--- src/rtl/lcd_bus_arbiter_if.sv ---
// Byte-level LCD bus bundle shared by requesters, arbiter and LCD controller.
// Requester side: iREQ/iLOCK/iDATA/iRS/iSTART in, oGNT/oDONE back; LCD side: oLCD_* out, iLCD_DONE in.
interface lcd_bus_arbiter_if #(
  parameter int N = 3
);
  logic [N-1:0]   iREQ;
  logic [N-1:0]   iLOCK;
  logic [8*N-1:0] iDATA;
  logic [N-1:0]   iRS;
  logic [N-1:0]   iSTART;
  logic [N-1:0]   oGNT;
  logic [N-1:0]   oDONE;
  logic           oBUSY;
  logic [1:0]     oOWNER;
  logic [7:0]     oLCD_DATA;
  logic           oLCD_RS;
  logic           oLCD_START;
  logic           iLCD_DONE;

  modport master (
    output iREQ, iLOCK, iDATA, iRS, iSTART, iLCD_DONE,
    input  oGNT, oDONE, oBUSY, oOWNER,
    input  oLCD_DATA, oLCD_RS, oLCD_START
  );

  modport slave (
    input  iREQ, iLOCK, iDATA, iRS, iSTART, iLCD_DONE,
    output oGNT, oDONE, oBUSY, oOWNER,
    output oLCD_DATA, oLCD_RS, oLCD_START
  );
endinterface

--- src/rtl/lcd_bus_arbiter.sv ---
// Round-robin arbiter sharing one LCD byte port among N requesters, with lock and stall timeout.
// Ports: iCLK, iRST_N (async active-low), bus (slave modport of lcd_bus_arbiter_if).
module lcd_bus_arbiter #(
  parameter int N       = 3,
  parameter int TIMEOUT = 1023,
  parameter int TW      = 10
) (
  input  logic             iCLK,
  input  logic             iRST_N,
  lcd_bus_arbiter_if.slave bus
);

  typedef enum logic [1:0] {
    IDLE,
    GRANT,
    XFER,
    WREL
  } state_t;

  state_t        state_q, state_d;
  logic [N-1:0]  gnt_q, gnt_d;
  logic [N-1:0]  done_q, done_d;
  logic [1:0]    own_q, own_d;
  logic [7:0]    dat_q, dat_d;
  logic          rs_q, rs_d;
  logic          st_q, st_d;
  logic [TW-1:0] cnt_q, cnt_d;

  logic [1:0]    pick;
  logic [1:0]    idx;
  logic          pick_vld;
  logic          own_req;
  logic          own_lock;
  logic          own_start;

  assign own_req   = bus.iREQ[own_q];
  assign own_lock  = bus.iLOCK[own_q];
  assign own_start = bus.iSTART[own_q];

  // Scan from farthest to nearest so the requester right after
  // the previous owner wins; the previous owner ranks last.
  always_comb begin
    pick_vld = 1'b0;
    pick     = own_q;
    idx      = own_q;
    for (int i = N; i >= 1; i--) begin
      idx = 2'((32'(own_q) + i) % N);
      if (bus.iREQ[idx]) begin
        pick_vld = 1'b1;
        pick     = idx;
      end
    end
  end

  always_ff @(posedge iCLK or negedge iRST_N) begin
    if (!iRST_N) begin
      state_q <= IDLE;
      gnt_q   <= '0;
      done_q  <= '0;
      own_q   <= 2'(N - 1);
      dat_q   <= '0;
      rs_q    <= 1'b0;
      st_q    <= 1'b0;
      cnt_q   <= '0;
    end else begin
      state_q <= state_d;
      gnt_q   <= gnt_d;
      done_q  <= done_d;
      own_q   <= own_d;
      dat_q   <= dat_d;
      rs_q    <= rs_d;
      st_q    <= st_d;
      cnt_q   <= cnt_d;
    end
  end

  always_comb begin
    state_d = state_q;
    gnt_d   = gnt_q;
    done_d  = '0;
    own_d   = own_q;
    dat_d   = dat_q;
    rs_d    = rs_q;
    st_d    = st_q;
    cnt_d   = cnt_q;
    unique case (state_q)
      IDLE: begin
        gnt_d = '0;
        if (pick_vld) begin
          gnt_d[pick] = 1'b1;
          own_d       = pick;
          cnt_d       = '0;
          state_d     = GRANT;
        end
      end
      GRANT: begin
        if (!own_req) begin
          gnt_d   = '0;
          state_d = IDLE;
        end else if (own_start) begin
          dat_d   = bus.iDATA[{own_q, 3'b000} +: 8];
          rs_d    = bus.iRS[own_q];
          st_d    = 1'b1;
          state_d = XFER;
        end else begin
          if (cnt_q != TW'(TIMEOUT)) begin
            cnt_d = cnt_q + 1'b1;
          end
          // Release on the cycle the count reaches TIMEOUT.
          if (cnt_q >= TW'(TIMEOUT - 1)) begin
            gnt_d   = '0;
            state_d = IDLE;
          end
        end
      end
      XFER: begin
        if (bus.iLCD_DONE) begin
          st_d    = 1'b0;
          done_d  = gnt_q;
          state_d = WREL;
        end
      end
      WREL: begin
        if (!own_start) begin
          if (own_req && own_lock) begin
            cnt_d   = '0;
            state_d = GRANT;
          end else begin
            gnt_d   = '0;
            state_d = IDLE;
          end
        end
      end
      default: begin
        gnt_d   = '0;
        state_d = IDLE;
      end
    endcase
  end

  always_comb begin
    bus.oGNT       = gnt_q;
    bus.oDONE      = done_q;
    bus.oBUSY      = (state_q != IDLE);
    bus.oOWNER     = own_q;
    bus.oLCD_DATA  = dat_q;
    bus.oLCD_RS    = rs_q;
    bus.oLCD_START = st_q;
  end

endmodule

--- src/flat_wrapper.sv ---
// flat-port wrapper written by rule: the top's interface ports become plain ports
module lcd_bus_arbiter_flat 
#(
  parameter int N       = 3,
  parameter int TIMEOUT = 1023,
  parameter int TW      = 10
)
  (iCLK, iRST_N, bus_iREQ, bus_iLOCK, bus_iDATA, bus_iRS, bus_iSTART, bus_iLCD_DONE, bus_oGNT, bus_oDONE, bus_oBUSY, bus_oOWNER, bus_oLCD_DATA, bus_oLCD_RS, bus_oLCD_START);
  lcd_bus_arbiter_if #(.N(N)) bus_i ();
  input  logic iCLK;
  input  logic iRST_N;
  input wire logic [$bits(bus_i.iREQ)-1:0] bus_iREQ;
  input wire logic [$bits(bus_i.iLOCK)-1:0] bus_iLOCK;
  input wire logic [$bits(bus_i.iDATA)-1:0] bus_iDATA;
  input wire logic [$bits(bus_i.iRS)-1:0] bus_iRS;
  input wire logic [$bits(bus_i.iSTART)-1:0] bus_iSTART;
  input wire logic [$bits(bus_i.iLCD_DONE)-1:0] bus_iLCD_DONE;
  output wire logic [$bits(bus_i.oGNT)-1:0] bus_oGNT;
  output wire logic [$bits(bus_i.oDONE)-1:0] bus_oDONE;
  output wire logic [$bits(bus_i.oBUSY)-1:0] bus_oBUSY;
  output wire logic [$bits(bus_i.oOWNER)-1:0] bus_oOWNER;
  output wire logic [$bits(bus_i.oLCD_DATA)-1:0] bus_oLCD_DATA;
  output wire logic [$bits(bus_i.oLCD_RS)-1:0] bus_oLCD_RS;
  output wire logic [$bits(bus_i.oLCD_START)-1:0] bus_oLCD_START;
  assign bus_i.iREQ = bus_iREQ;
  assign bus_i.iLOCK = bus_iLOCK;
  assign bus_i.iDATA = bus_iDATA;
  assign bus_i.iRS = bus_iRS;
  assign bus_i.iSTART = bus_iSTART;
  assign bus_i.iLCD_DONE = bus_iLCD_DONE;
  assign bus_oGNT = bus_i.oGNT;
  assign bus_oDONE = bus_i.oDONE;
  assign bus_oBUSY = bus_i.oBUSY;
  assign bus_oOWNER = bus_i.oOWNER;
  assign bus_oLCD_DATA = bus_i.oLCD_DATA;
  assign bus_oLCD_RS = bus_i.oLCD_RS;
  assign bus_oLCD_START = bus_i.oLCD_START;
  lcd_bus_arbiter #(.N(N), .TIMEOUT(TIMEOUT), .TW(TW)) u_core (.iCLK(iCLK), .iRST_N(iRST_N), .bus(bus_i));
endmodule
--- config.mk ---
export PLATFORM = sky130hd
export DESIGN_NAME = lcd_bus_arbiter_flat
export DESIGN_NICKNAME = d
export VERILOG_FILES = /design/src/rtl/lcd_bus_arbiter_if.sv /design/src/rtl/lcd_bus_arbiter.sv /design/src/flat_wrapper.sv
export SDC_FILE = /design/constraint.sdc
export NUM_CORES = 1
export LEC_CHECK = 0
export CAP_MARGIN = 30
export CORE_MARGIN = 2
export CORE_UTILIZATION = 48
export DETAILED_ROUTE_END_ITERATION = 8
export HOLD_SLACK_MARGIN = 0.15
export PLACE_DENSITY = 0.8
export SYNTH_ARGS = -nofsm -noshare
export SYNTH_HDL_FRONTEND = slang
export SYNTH_SLANG_ARGS = --single-unit
--- constraint.sdc ---
create_clock -name iCLK -period 4.8 [get_ports iCLK]
set_input_delay 1.44 -clock iCLK [delete_from_list [all_inputs] [get_ports iCLK]]
set_output_delay 1.44 -clock iCLK [all_outputs]
set_load 0.1 [all_outputs]
==> impl_results.md <==
- Main synth FF type: dfrtp_1
- Worst-path fanout max: 21
- Flop pwr share: 23.5%
- Asr flop ratio synth: 100%
- Mapped Area: 0.00209 mm^2
- Setup TNS: 0 ps
- Starting Density: 49.1%
- Clock slew seen by the registers of the worst setup and hold paths: 70 ps
- Final hold violations: 0
- Routed WL: 5310 um
- Switching Share: 55.5%
- CP endpoint kind: output port
- Worst Setup Start Kind: flip-flop
- Global route overflow: 0
- Synth area leaders: dfrtp_1 35%, mux2i_1 6.2%, a21oi_1 4.8%
- Number of antenna violations at the first check in global routing: 0
- VDD IR max: 0.556 mV
- Static Leak: 1.13 nW
- Drt via density: 5.95
- Crit path cell chain: clkdlybuf4s50_1
- Clk_lat worst skew: 290 ps
- Top-area cell type share of the netlist area: 34.7%
- CTS-repair resized insts: 0
- Final #Nets: 336
- Fin crit period: 3840 ps
- Die area: 0.00490 mm^2
- CP Data Arrival Time: 2400 ps
- Vias: 2048
- Cell taking the most area after synthesis: dfrtp_1
- Warnings from Yosys: 0
- Area share of xor/xnor cells in the synthesized design: 0%
- Number of synthesized flops with an enable pin: 0
- H-tree levels: 2
- FF-to-FF setup slack: 1890 ps
- CTS Hold Bufs: 0
- Internal Power: 838 uW
- Hold/Removal Path Class: reg -> reg
- CP max-delay cell: clkdlybuf4s50_1
- Antenna Nets Post-Route: 0
- # rows: 24
- Sw Pwr: 1.05 mW
- Largest net degree at the start of global routing: 31
- Max Clk Rate: 0.260 GHz
- Drt drc: 0
- First-pass GRT wire length: 8840 um
- Initial drt markers: 227
- Mux cell area share after synthesis: 6.76%
- Avg Cell Area, Syn: 8.79 um^2
- Post-CTS Setup Bufs: 0
- Compound-cell area share of the yosys netlist: 29.5%
- Commonest cells post-synth: 29 x dfrtp_1, 24 x nor2_1, 22 x nand2_1
- Skew final: 7.04 ps
- Num ports: 58
- Share of cells above drive strength 1: 8.56%
- N_diodes: 0
- Post-DP HPWL: 3680 um
- DR pass1 iterations: 4
- Synth Area in Simple Gates: 19.0%
- Port buffer count: 57
- Hold WS: 475 ps
- Max Slew Vio Count: 0
- Root Driver: clkbuf_8
- Max Cap Violations: 0
- Clock tree buffer depth: 2
- Buf/Inv on CP: 1
- Total CTS buffers: 5
- Routability Congestion: 0.867
- CTS tree: done
- Worst slew pin tran: 999 ps
- Final number of setup-violating endpoints: 0
- Synth unique cells: 59
- Height of the die: 70.0 um
- Area growth syn-to-layout: 31.7%
- Die X: 70.0 um
- Vias in the first global route: 1909
- DR WL/cell: 15.4 um
- RSZ-0062 raised after global routing: false
- Syn Inst Count: 238
- Status: complete, no violations
- Power Density: 684 mW/mm^2
- Total Routing Usage GR: 22.5%
- Seq cells post-synth: 30
- Post-synth net total: 283
- Part of the Yosys area used for sequential elements: 35.9%
- Count leader, synth: dfrtp_1
- Clock power share: 11.6%
- CP max stage delay: 1230 ps
- Top Family by Delay on Critical Path: buffers and inverters
- Tot Pwr: 1.88 mW
- Critical path class: reg -> out
- Comb pwr share: 64.9%
- Largest family of logic cells by synthesized area: compound AO/OA/AOI/OAI gates
- Clock sink count: 30
- Post-Synth Adder-Cell Area: 3.59%
- Period utilization: 80.0%
- Critical path required time: 3360 ps
- Core ar.: 0.00426 mm^2
- Slew margin rel.: 33.2%
cell type report:
| type | instances | area [um^2] |
|---|---|---|
| sequential | 30 | 752 |
| timing repair buffer | 59 | 586 |
| fill | 395 | 1510 |
| inverter | 7 | 26.3 |
| clock buffer | 6 | 82.6 |
| tap | 52 | 65.1 |
| multi-input combinational | 188 | 1230 |
| clock inverter | 2 | 12.5 |
metal layers:
metal	global-route usage [%]	routed length, um	vias up
met2	38.7	2670	78
met1	27.5	2180	967
li1	-	-	985
met3	5.77	335	18
met5	0	0	-
met4	7.48	121	0
stage by stage:
stage                     util, %  instance area (um^2)  std cells  worst slack (ps)
after CTS                    64.6                  2760        344               945
after floorplan                 -                  2090        238              1500
final                        64.6                  2760        344               958
after global routing         64.6                  2760        344               878
after detailed placement     62.4                  2660        336              1240
after global placement       62.4                  2660        336              1270
registers in the layout (all words and copies together), names as in the netlist, named ones only:
| signal | cells |
|---|---|
| u_core.bus.oLCD_START | 1 |
| u_core.bus.oLCD_RS | 1 |
| u_core.cnt_q | 10 |
| u_core.bus.oDONE | 3 |
| u_core.state_q | 1 |
| u_core.bus.oLCD_DATA | 8 |
| u_core.bus.oOWNER | 2 |
| u_core.bus.oGNT | 3 |
worst paths after layout:
check	start	endpoint	cells after the start
max reg2reg	u_core.bus.oOWNER[1]	u_core.cnt_q[1]	7
min in group asynchronous	iRST_N	u_core.bus.oLCD_DATA[1]	2
max in group asynchronous	iRST_N	u_core.bus.oOWNER[1]	2
max	u_core.bus.oOWNER[1]	bus_oOWNER[1]	1
min reg2reg	u_core.bus.oLCD_DATA[7]	u_core.bus.oLCD_DATA[7]	2
min	u_core.bus.oLCD_DATA[7]	u_core.bus.oLCD_DATA[7]	2
cells by family after synthesis:
family | Yosys count
DFF | 30
buffers and inverters | 20
adders and majority gates | 6
muxes | 14
and+or+nand+nor | 80
AOI/OAI and AO/OA | 88
cell usage in the layout (no fill, tap or decap), types with 7 or more instances in the layout:
cell             synthesis  layout
a21oi_1                 20      20
clkdlybuf4s50_1          0      57
dfrtp_1                 29      29
inv_1                    7       7
mux2i_1                 13      13
nand2_1                 22      22
nor2_1                  24      24
o21ai_0                 17      17
o21ai_1                  7       7
power by group through the flow:
stage | Sequential (mW) | Clock, mW | Combinational, mW
floorplan | 0.740 | 0 | 0.664
global placement | 0.440 | 0 | 1.20
detailed placement | 0.442 | 0 | 1.22
CTS | 0.441 | 0.218 | 1.22
global route | 0.458 | 0.232 | 1.30
finish | 0.442 | 0.219 | 1.22
(Power assumes the default switching activity.)
